### src/rtl/mem_load_resp_pkg.sv
// Shared load-return definitions: ALUOP load encodings used by the MEM/WB datapath.
package mem_load_resp_pkg;

    localparam int ALUOP_BITS = 8;

    localparam logic [ALUOP_BITS-1:0] ALUOP_LB  = 8'h20;
    localparam logic [ALUOP_BITS-1:0] ALUOP_LBU = 8'h21;
    localparam logic [ALUOP_BITS-1:0] ALUOP_LH  = 8'h22;
    localparam logic [ALUOP_BITS-1:0] ALUOP_LHU = 8'h23;
    localparam logic [ALUOP_BITS-1:0] ALUOP_LW  = 8'h24;
    localparam logic [ALUOP_BITS-1:0] ALUOP_LWL = 8'h25;
    localparam logic [ALUOP_BITS-1:0] ALUOP_LWR = 8'h26;

endpackage

### src/rtl/mem_load_resp_load_align.sv
// Combinational load aligner: byte/half select with extension, and LWL/LWR merge with old rt.
module load_align
    import mem_load_resp_pkg::*;
#(
    parameter int ALUOP_W = 8
) (
    input  logic [ALUOP_W-1:0] aluop,
    input  logic [1:0]         b,
    input  logic [31:0]        m,
    input  logic [31:0]        r,
    output logic [31:0]        word
);

    logic [31:0]        shifted;
    logic signed [7:0]  sel_byte;
    logic signed [15:0] sel_half;

    always_comb begin
        shifted  = m >> {b, 3'b000};
        sel_byte = $signed(shifted[7:0]);
        sel_half = b[1] ? $signed(m[31:16]) : $signed(m[15:0]);
        word     = m;
        case (aluop)
            ALUOP_LB:  word = {{24{sel_byte[7]}}, sel_byte};
            ALUOP_LBU: word = {24'd0, sel_byte};
            ALUOP_LH:  word = {{16{sel_half[15]}}, sel_half};
            ALUOP_LHU: word = {16'd0, sel_half};
            ALUOP_LW:  word = m;
            ALUOP_LWL: begin
                case (b)
                    2'd0:    word = {m[7:0],  r[23:0]};
                    2'd1:    word = {m[15:0], r[15:0]};
                    2'd2:    word = {m[23:0], r[7:0]};
                    default: word = m;
                endcase
            end
            ALUOP_LWR: begin
                case (b)
                    2'd0:    word = m;
                    2'd1:    word = {r[31:24], m[31:8]};
                    2'd2:    word = {r[31:16], m[31:16]};
                    default: word = {r[31:8],  m[31:24]};
                endcase
            end
            default:   word = m;
        endcase
    end

endmodule

### src/rtl/mem_load_resp.sv
// Load-return tracker: one outstanding load, stale-response discard after flush, result held for WB.
module mem_load_resp
    import mem_load_resp_pkg::*;
#(
    parameter int DISCARD_MAX = 3,
    parameter int ALUOP_W     = 8
) (
    input  logic               clk,
    input  logic               resetn,
    input  logic               req_valid_i,
    input  logic [ALUOP_W-1:0] aluop_i,
    input  logic [31:0]        addr_i,
    input  logic [31:0]        rt_data_i,
    input  logic               exception_i,
    input  logic               flush_i,
    input  logic               data_addr_ok_i,
    input  logic               data_data_ok_i,
    input  logic [31:0]        data_rdata_i,
    input  logic               wb_allowin_i,
    output logic [31:0]        load_data_o,
    output logic               load_valid_o,
    output logic               stall_o,
    output logic               discard_ovf_o
);

    localparam int CNT_W = $clog2(DISCARD_MAX + 1);

    typedef enum logic [1:0] {
        S_IDLE = 2'd0,
        S_WAIT = 2'd1,
        S_HOLD = 2'd2
    } state_t;

    state_t             state, state_nxt;
    logic [CNT_W-1:0]   discard_cnt;
    logic [ALUOP_W-1:0] req_aluop_p1;
    logic [1:0]         req_b_p1;
    logic [31:0]        req_rt_p1;
    logic [31:0]        aligned;
    logic               accept, stale, own_ok, cnt_inc, cnt_dec;
    logic               unused_addr;

    assign unused_addr = ^addr_i[31:2];

    // Stale responses always drain ahead of the current load's response.
    assign stale   = data_data_ok_i & (discard_cnt != '0);
    assign own_ok  = data_data_ok_i & (discard_cnt == '0) & (state == S_WAIT);
    assign cnt_inc = flush_i & (state == S_WAIT) & ~own_ok;
    assign cnt_dec = stale;

    always_comb begin
        state_nxt = state;
        accept    = 1'b0;
        stall_o   = 1'b0;
        case (state)
            S_IDLE: begin
                accept  = req_valid_i & data_addr_ok_i & ~exception_i & ~flush_i;
                stall_o = req_valid_i & ~data_addr_ok_i;
                if (accept) state_nxt = S_WAIT;
            end
            S_WAIT: begin
                stall_o = 1'b1;
                if (flush_i)     state_nxt = S_IDLE;
                else if (own_ok) state_nxt = S_HOLD;
            end
            S_HOLD: begin
                stall_o = ~wb_allowin_i;
                if (flush_i) begin
                    state_nxt = S_IDLE;
                end else if (wb_allowin_i) begin
                    accept    = req_valid_i & data_addr_ok_i & ~exception_i;
                    state_nxt = accept ? S_WAIT : S_IDLE;
                end
            end
            default: state_nxt = S_IDLE;
        endcase
        if (flush_i) stall_o = 1'b0;
    end

    always_ff @(posedge clk or negedge resetn) begin
        if (!resetn) begin
            state         <= S_IDLE;
            discard_cnt   <= '0;
            discard_ovf_o <= 1'b0;
            load_data_o   <= '0;
        end else begin
            state <= state_nxt;
            if (cnt_dec && !cnt_inc) begin
                discard_cnt <= discard_cnt - CNT_W'(1);
            end else if (cnt_inc && !cnt_dec) begin
                if (discard_cnt == CNT_W'(DISCARD_MAX)) discard_ovf_o <= 1'b1;
                else                                    discard_cnt   <= discard_cnt + CNT_W'(1);
            end
            if (own_ok && !flush_i) load_data_o <= aligned;
        end
    end

    // Request capture (p1): fields consumed when the response returns.
    always_ff @(posedge clk) begin
        if (accept) begin
            req_aluop_p1 <= aluop_i;
            req_b_p1     <= addr_i[1:0];
            req_rt_p1    <= rt_data_i;
        end
    end

    assign load_valid_o = (state == S_HOLD);

    load_align #(.ALUOP_W(ALUOP_W)) u_load_align (
        .aluop (req_aluop_p1),
        .b     (req_b_p1),
        .m     (data_rdata_i),
        .r     (req_rt_p1),
        .word  (aligned)
    );

endmodule

### config.mk
export PLATFORM = sky130hd
export DESIGN_NAME = mem_load_resp
export DESIGN_NICKNAME = d
export VERILOG_FILES = /design/src/rtl/mem_load_resp_pkg.sv /design/src/rtl/mem_load_resp_load_align.sv /design/src/rtl/mem_load_resp.sv
export SDC_FILE = /design/constraint.sdc
export NUM_CORES = 1
export LEC_CHECK = 0
export ABC_AREA = 0
export CORE_UTILIZATION = 45
export CTS_CLUSTER_DIAMETER = 80
export DETAILED_ROUTE_END_ITERATION = 10
export DONT_BUFFER_PORTS = 1
export PLACE_DENSITY = 0.58
export REMOVE_ABC_BUFFERS = 1
export SLEW_MARGIN = 20
export SYNTH_ARGS = -nofsm -noshare
export SYNTH_HDL_FRONTEND = slang
export SYNTH_SLANG_ARGS = --single-unit
### constraint.sdc
create_clock -name clk -period 5.9 [get_ports clk]
set_clock_uncertainty 0.2 [all_clocks]
set_input_delay 0.59 -clock clk [delete_from_list [all_inputs] [get_ports clk]]
set_output_delay 0.59 -clock clk [all_outputs]
set_load 0.03 [all_outputs]
# Word level (Yosys, flattened, before mapping)
# Index checks and enable logic that the tools add are counted.
# word_totals
reg_bits	79
in_bits	112
output_inout_bits	35
word_cells	73
# op_classes
addsub	2
n_eq_ne	15
n_shift	1
muxes	19
bitwise_logic	15
reduce_logical	14
# ops
cell	count
$pmux W32 S3	2
$pmux W32 S6	1
$eq A8 B6 Y1 const B	6
$shr A32 B5 Y8	1
$mux W16	1
$mux W2	8
$and A1 B1 Y1	9
$eq A2 B2 Y1 const B	3
$logic_not A2 Y1	3
$ne A3 B3 Y1 const B	2
$not A1 Y1	6
$pmux W2 S3	1
$reduce_and A3 Y1	2
$eq A2 B1 Y1 const B	2
$mux W1	4
$ne A2 B2 Y1 const B	2
$reduce_bool A2 Y1	2
$logic_and A1 B1 Y1	3
$logic_not A1 Y1	3
$pmux W1 S3	1
$add A2 B1 Y2 const B	1
$pmux W1 S2	1
$reduce_and A2 Y1	1
$sub A2 B1 Y2 const B	1

# Depth between registers and ports, before layout
# logic_depth
ltp_word	9
depth_mapped	8
depth_no_buf	7

# Hierarchy
# From an unflattened synthesis, not the netlist that was laid out.
# unflattened
cells_unflattened	430
hier_area_um2	5144.9
# modules_own_cells
module	n_inst	cells_per_inst	area_each_um2	seq_area_each_um2
mem_load_resp	1	146	2920.3	2187.1
load_align	1	284	2224.6	0.0

# Worst setup path before layout
# OpenSTA, ideal clock, no wires.
# synth_path
kind	in2reg
startpoint	in exception_i
endpoint	reg req_aluop_p1[0], enable pin
setup_ns	0.496
arrival_time_ns	3.662
required_ns	5.204
path_slack_ns	1.543
cell_stages	3
n_path_buf	0
cell_sequence	nor2_1 -> nand3_1 -> nor3_1
# synth_via
elab_chain_cells	5
word_cells_on_any_way	6
classes_between	3 x mux; 3 x bitwise
# synth_lines
item	line_no	text
from (decl)	mem_load_resp.sv:14	input logic exception_i,
$not A1 Y1 *	mem_load_resp.sv:57, mem_load_resp.sv:71	
$and A1 B1 Y1 *	mem_load_resp.sv:57, mem_load_resp.sv:71	
$mux W1	mem_load_resp.sv:70	end else if (wb_allowin_i) begin
$mux W1	mem_load_resp.sv:68	if (flush_i) begin
$pmux W1 S2 *	mem_load_resp.sv:55	case (state)
named net accept	mem_load_resp.sv:40	logic accept, stale, own_ok, cnt_inc, cnt_dec;
to (signal assigned)	mem_load_resp.sv:101	req_aluop_p1 <= aluop_i;
to (decl)	mem_load_resp.sv:36	logic [ALUOP_W-1:0] req_aluop_p1;
# Mark *: on every way through the listed nets, which the timed path passes. The rest lies on a longest branch.
# A chain may end at the register's enable or synchronous reset.

# Final worst setup path
# layout_path
startpoint	reg discard_cnt[0]
endpoint	reg load_data_o[13]
# layout_via
elab_chain_cells	4
# layout_lines
item	line_no	text
from (decl)	mem_load_resp.sv:35	logic [CNT_W-1:0] discard_cnt;
from (signal assigned)	mem_load_resp.sv:89	discard_cnt <= discard_cnt - CNT_W'(1);
from (signal assigned)	mem_load_resp.sv:92	else discard_cnt <= discard_cnt + CNT_W'(1);
$logic_not A2 Y1	mem_load_resp.sv:47	assign own_ok = data_data_ok_i & (discard_cnt == '0) & (state == S_WAIT);
$and A1 B1 Y1 (2 in series)	mem_load_resp.sv:47	
$logic_and A1 B1 Y1	mem_load_resp.sv:94	if (own_ok && !flush_i) load_data_o <= aligned;
to (signal assigned)	mem_load_resp.sv:94	
to (decl)	mem_load_resp.sv:20	output logic [31:0] load_data_o,
# Every way passes these cells.

==> impl_metrics.ini <==
[die]
ioPinCount = 147
floorplan.rows = 36
initial_core_util_pct = 46.4
die_width_um = 102
die_area_mm2 = 0.0105
die_y_um = 102
placeableCoreArea_mm2 = 0.00977

[job]
drv.max_cap_violation_count = 0

[yosys]
synth.cell_area_mm2 = 0.00454
synth_area_leaders = edfxtp_1 (28%), dfrtp_1 (20%), mux2i_1 (9.7%)
ys_ff_latch = 79
synth_sequential_area_ratio_pct = 48.2
ys_flop_type = edfxtp_1
synth_enable_flop_cells = 42
post_synth_inst_count = 452
yosysWarningCount = 0
post_synth.cell_area_avg_um2 = 10.0
ys_async_sr_fraction_pct = 46.8
netlist.top_cell.by_area = edfxtp_1
yosys.area.top_type_share_pct = 27.8
synth.lib_cells_used.distinct = 44

[critical_path]
worst-path-buf-inv = 0
critPathSlowestCell = nor2_1
critical_path.top_delay_family = simple AND/OR/NAND/NOR gates
r2r-end = load_data_o[13]
critical_path_arrival_ns = 3.17
cp-startpoint = discard_cnt[0]
regToRegStartpoint = discard_cnt[0]
critical_setup_path_kind = reg -> reg
critical_path.endpoint_type = flop
biggest_cell_delay_along_the_critical_path_ns = 0.73
crit_path_cells = or3b_1, nor3b_4, nand2_1, nor2_1, a31oi_1
worst_r2r_path_depth = 5
critical_path_peak_fanout = 16
startpoint_type = flop
worst-r2r-setup-slack_ns = 2.73
required_ns = 5.90

[sta]
slew_headroom_pct = 24.1
finalCritPeriodShare_pct = 53.7
hold_viol = 0
timing.setup.tns_ns = 0
finalHoldWorstSlack_ns = 0.0774
transition_time_at_the_pin_with_the_least_slew_margin_ns = 1.14
peak_clock_frequency_supported_by_timing_ghz = 0.316
timing.final.max_slew_violations = 0
finalCriticalPeriod_ns = 3.17
final-setup-viol-count = 0
grt_setup_unrepaired = no

[place]
dpl.cell_count = 557
placement.cell_area_mm2 = 0.00459
gp_congestion = 0.833
placement.io_buffers = 0
dp_hpwl_um = 8270

[layout]
mostFrequentLayoutCell = a21oi_1
finalCoreUtilization_pct = 49.8
final_area_mm2 = 0.00487
non_filler_cells_final = 575
final_net_count = 551
antenna-diode-count = 0
synthToLayoutAreaGrowth_pct = 7.25
final_layout_size_suffix_gt1_share_pct = 9.28
final_cell_mix = a21oi_1 (47), mux2i_1 (44), edfxtp_1 (42), o22ai_1 (40), dfrtp_1 (37)

[cts]
cts_inserted_buffers = 9
h-tree-depth = 3
max-clock-path-buffers = 2
cts_tree = built
clk_transition_reported_paths_ns = 0.08
clkSinkCount = 79
clkLatencyLatePin_ns = 0.37
clk_tree_root_cell = clkbuf_8
cts_post_setup_buffers_inserted = 0

[min_path]
worstHoldEndpoint = state[1]
whs_path_depth = 1
worst_hold_startpoint = flush_i
worst_hold_path_type = in -> reg

[pwr]
power_dens_cells_mw_per_mm2 = 346
leakagePower_nw = 1.86
vdd.ir_drop.worst_mv = 0.173

[routing]
routed-via-count = 3586
number_of_search_and_repair_iterations_in_the_first_detailed_routing_pass = 7
vias_per_cell = 6.24
wl_um = 12800
drtAntennaViolNets = 0
detailedRoute.firstIterationViolations = 262
routed_wire_length_per_instance_um = 22.3
drc = 0

[global_routing]
global_route_wire_length_before_repair_um = 19100
globalRouteTotalUtil_pct = 25.1
grt_start_max_net_pins = 50
gr-total-overflow = 0
first_global_vias = 3553
antenna_found_initial = 0

[status]
run_status = finished clean
[registers in the layout (all words and copies together), names as in the netlist]
name,flops
state,2
load_data_o,32
discard_cnt,2
discard_ovf_o,1
req_b_p1,2
req_aluop_p1,8
req_rt_p1,32
[synth_stat cells (all sizes together) (2+ instances only)]
cell,count
nor2,17
clkbuf,16
mux2,10
nand3,2
inv,26
a31oi,9
a32oi,7
ha,2
o21ai,37
o22ai,40
or3b,2
a21oi,47
buf,16
o21bai,2
edfxtp,42
mux2i,44
a311oi,2
o211ai,12
nor3,10
nand2b,15
o221ai,7
nand2,34
dfrtp,37
nor2b,6
[cells by family after synthesis]
family / share of synthesized area, %
adders and majority gates: 0.551
and+or+nand+nor: 10.4
muxes: 12.7
AOI/OAI and AO/OA: 22.7
DFF: 48.2
buffers and inverters: 5.49
[routing by layer]
metal  vias to the layer above  GRT usage [%]  wire (um)
met5                         -              0          0
met2                       151           40.2       6050
met4                         0           9.89        219
met1                      1745           30.9       5300
li1                       1672              -          -
met3                        18           8.89       1250
[worst register-to-register path, delay by kind of cell (launching register included)]
family	cells	cell delay [ns]
flops	1	0.46
simple gates	4	2.16
compound gates	1	0.18
[metrics by stage]
stage	setup slack (ns)	total power, mW
finish	2.73	1.68
global route	2.51	1.75
CTS	2.74	1.69
detailed placement	2.69	1.19
global placement	2.74	1.18
floorplan	1.54	1.13
[power breakdown]
group	switching, mW	total, mW	leakage, nW	internal, mW
logic	0.0981	0.207	0.875	0.109
clock network	0.211	0.494	0.118	0.282
registers	0.292	0.981	0.863	0.690
total	0.601	1.68	1.86	1.08
[worst max path at each step]
stage | end | cells after the start
after global placement | load_data_o[18] | 5
after detailed placement | load_data_o[30] | 5
after CTS | load_data_o[30] | 5
after floorplan | req_aluop_p1[0] | 3
final | load_data_o[13] | 5
after global routing | load_data_o[13] | 5
[timing repair]
action	in CTS	in global routing
resized for setup	0	0
hold buffers	2	0
hold endpoints to repair	37	0
[final cells by class]
cell class,instances,area [um^2]
clock buffers,9,124
clock inverters,7,119
fillers,944,4910
inverters,26,97.6
multi-input cells,315,2110
flip-flops and latches,79,2190
well taps,133,166
repair buffers,6,60.1
Note: power is estimated with default switching activity, not from simulation.
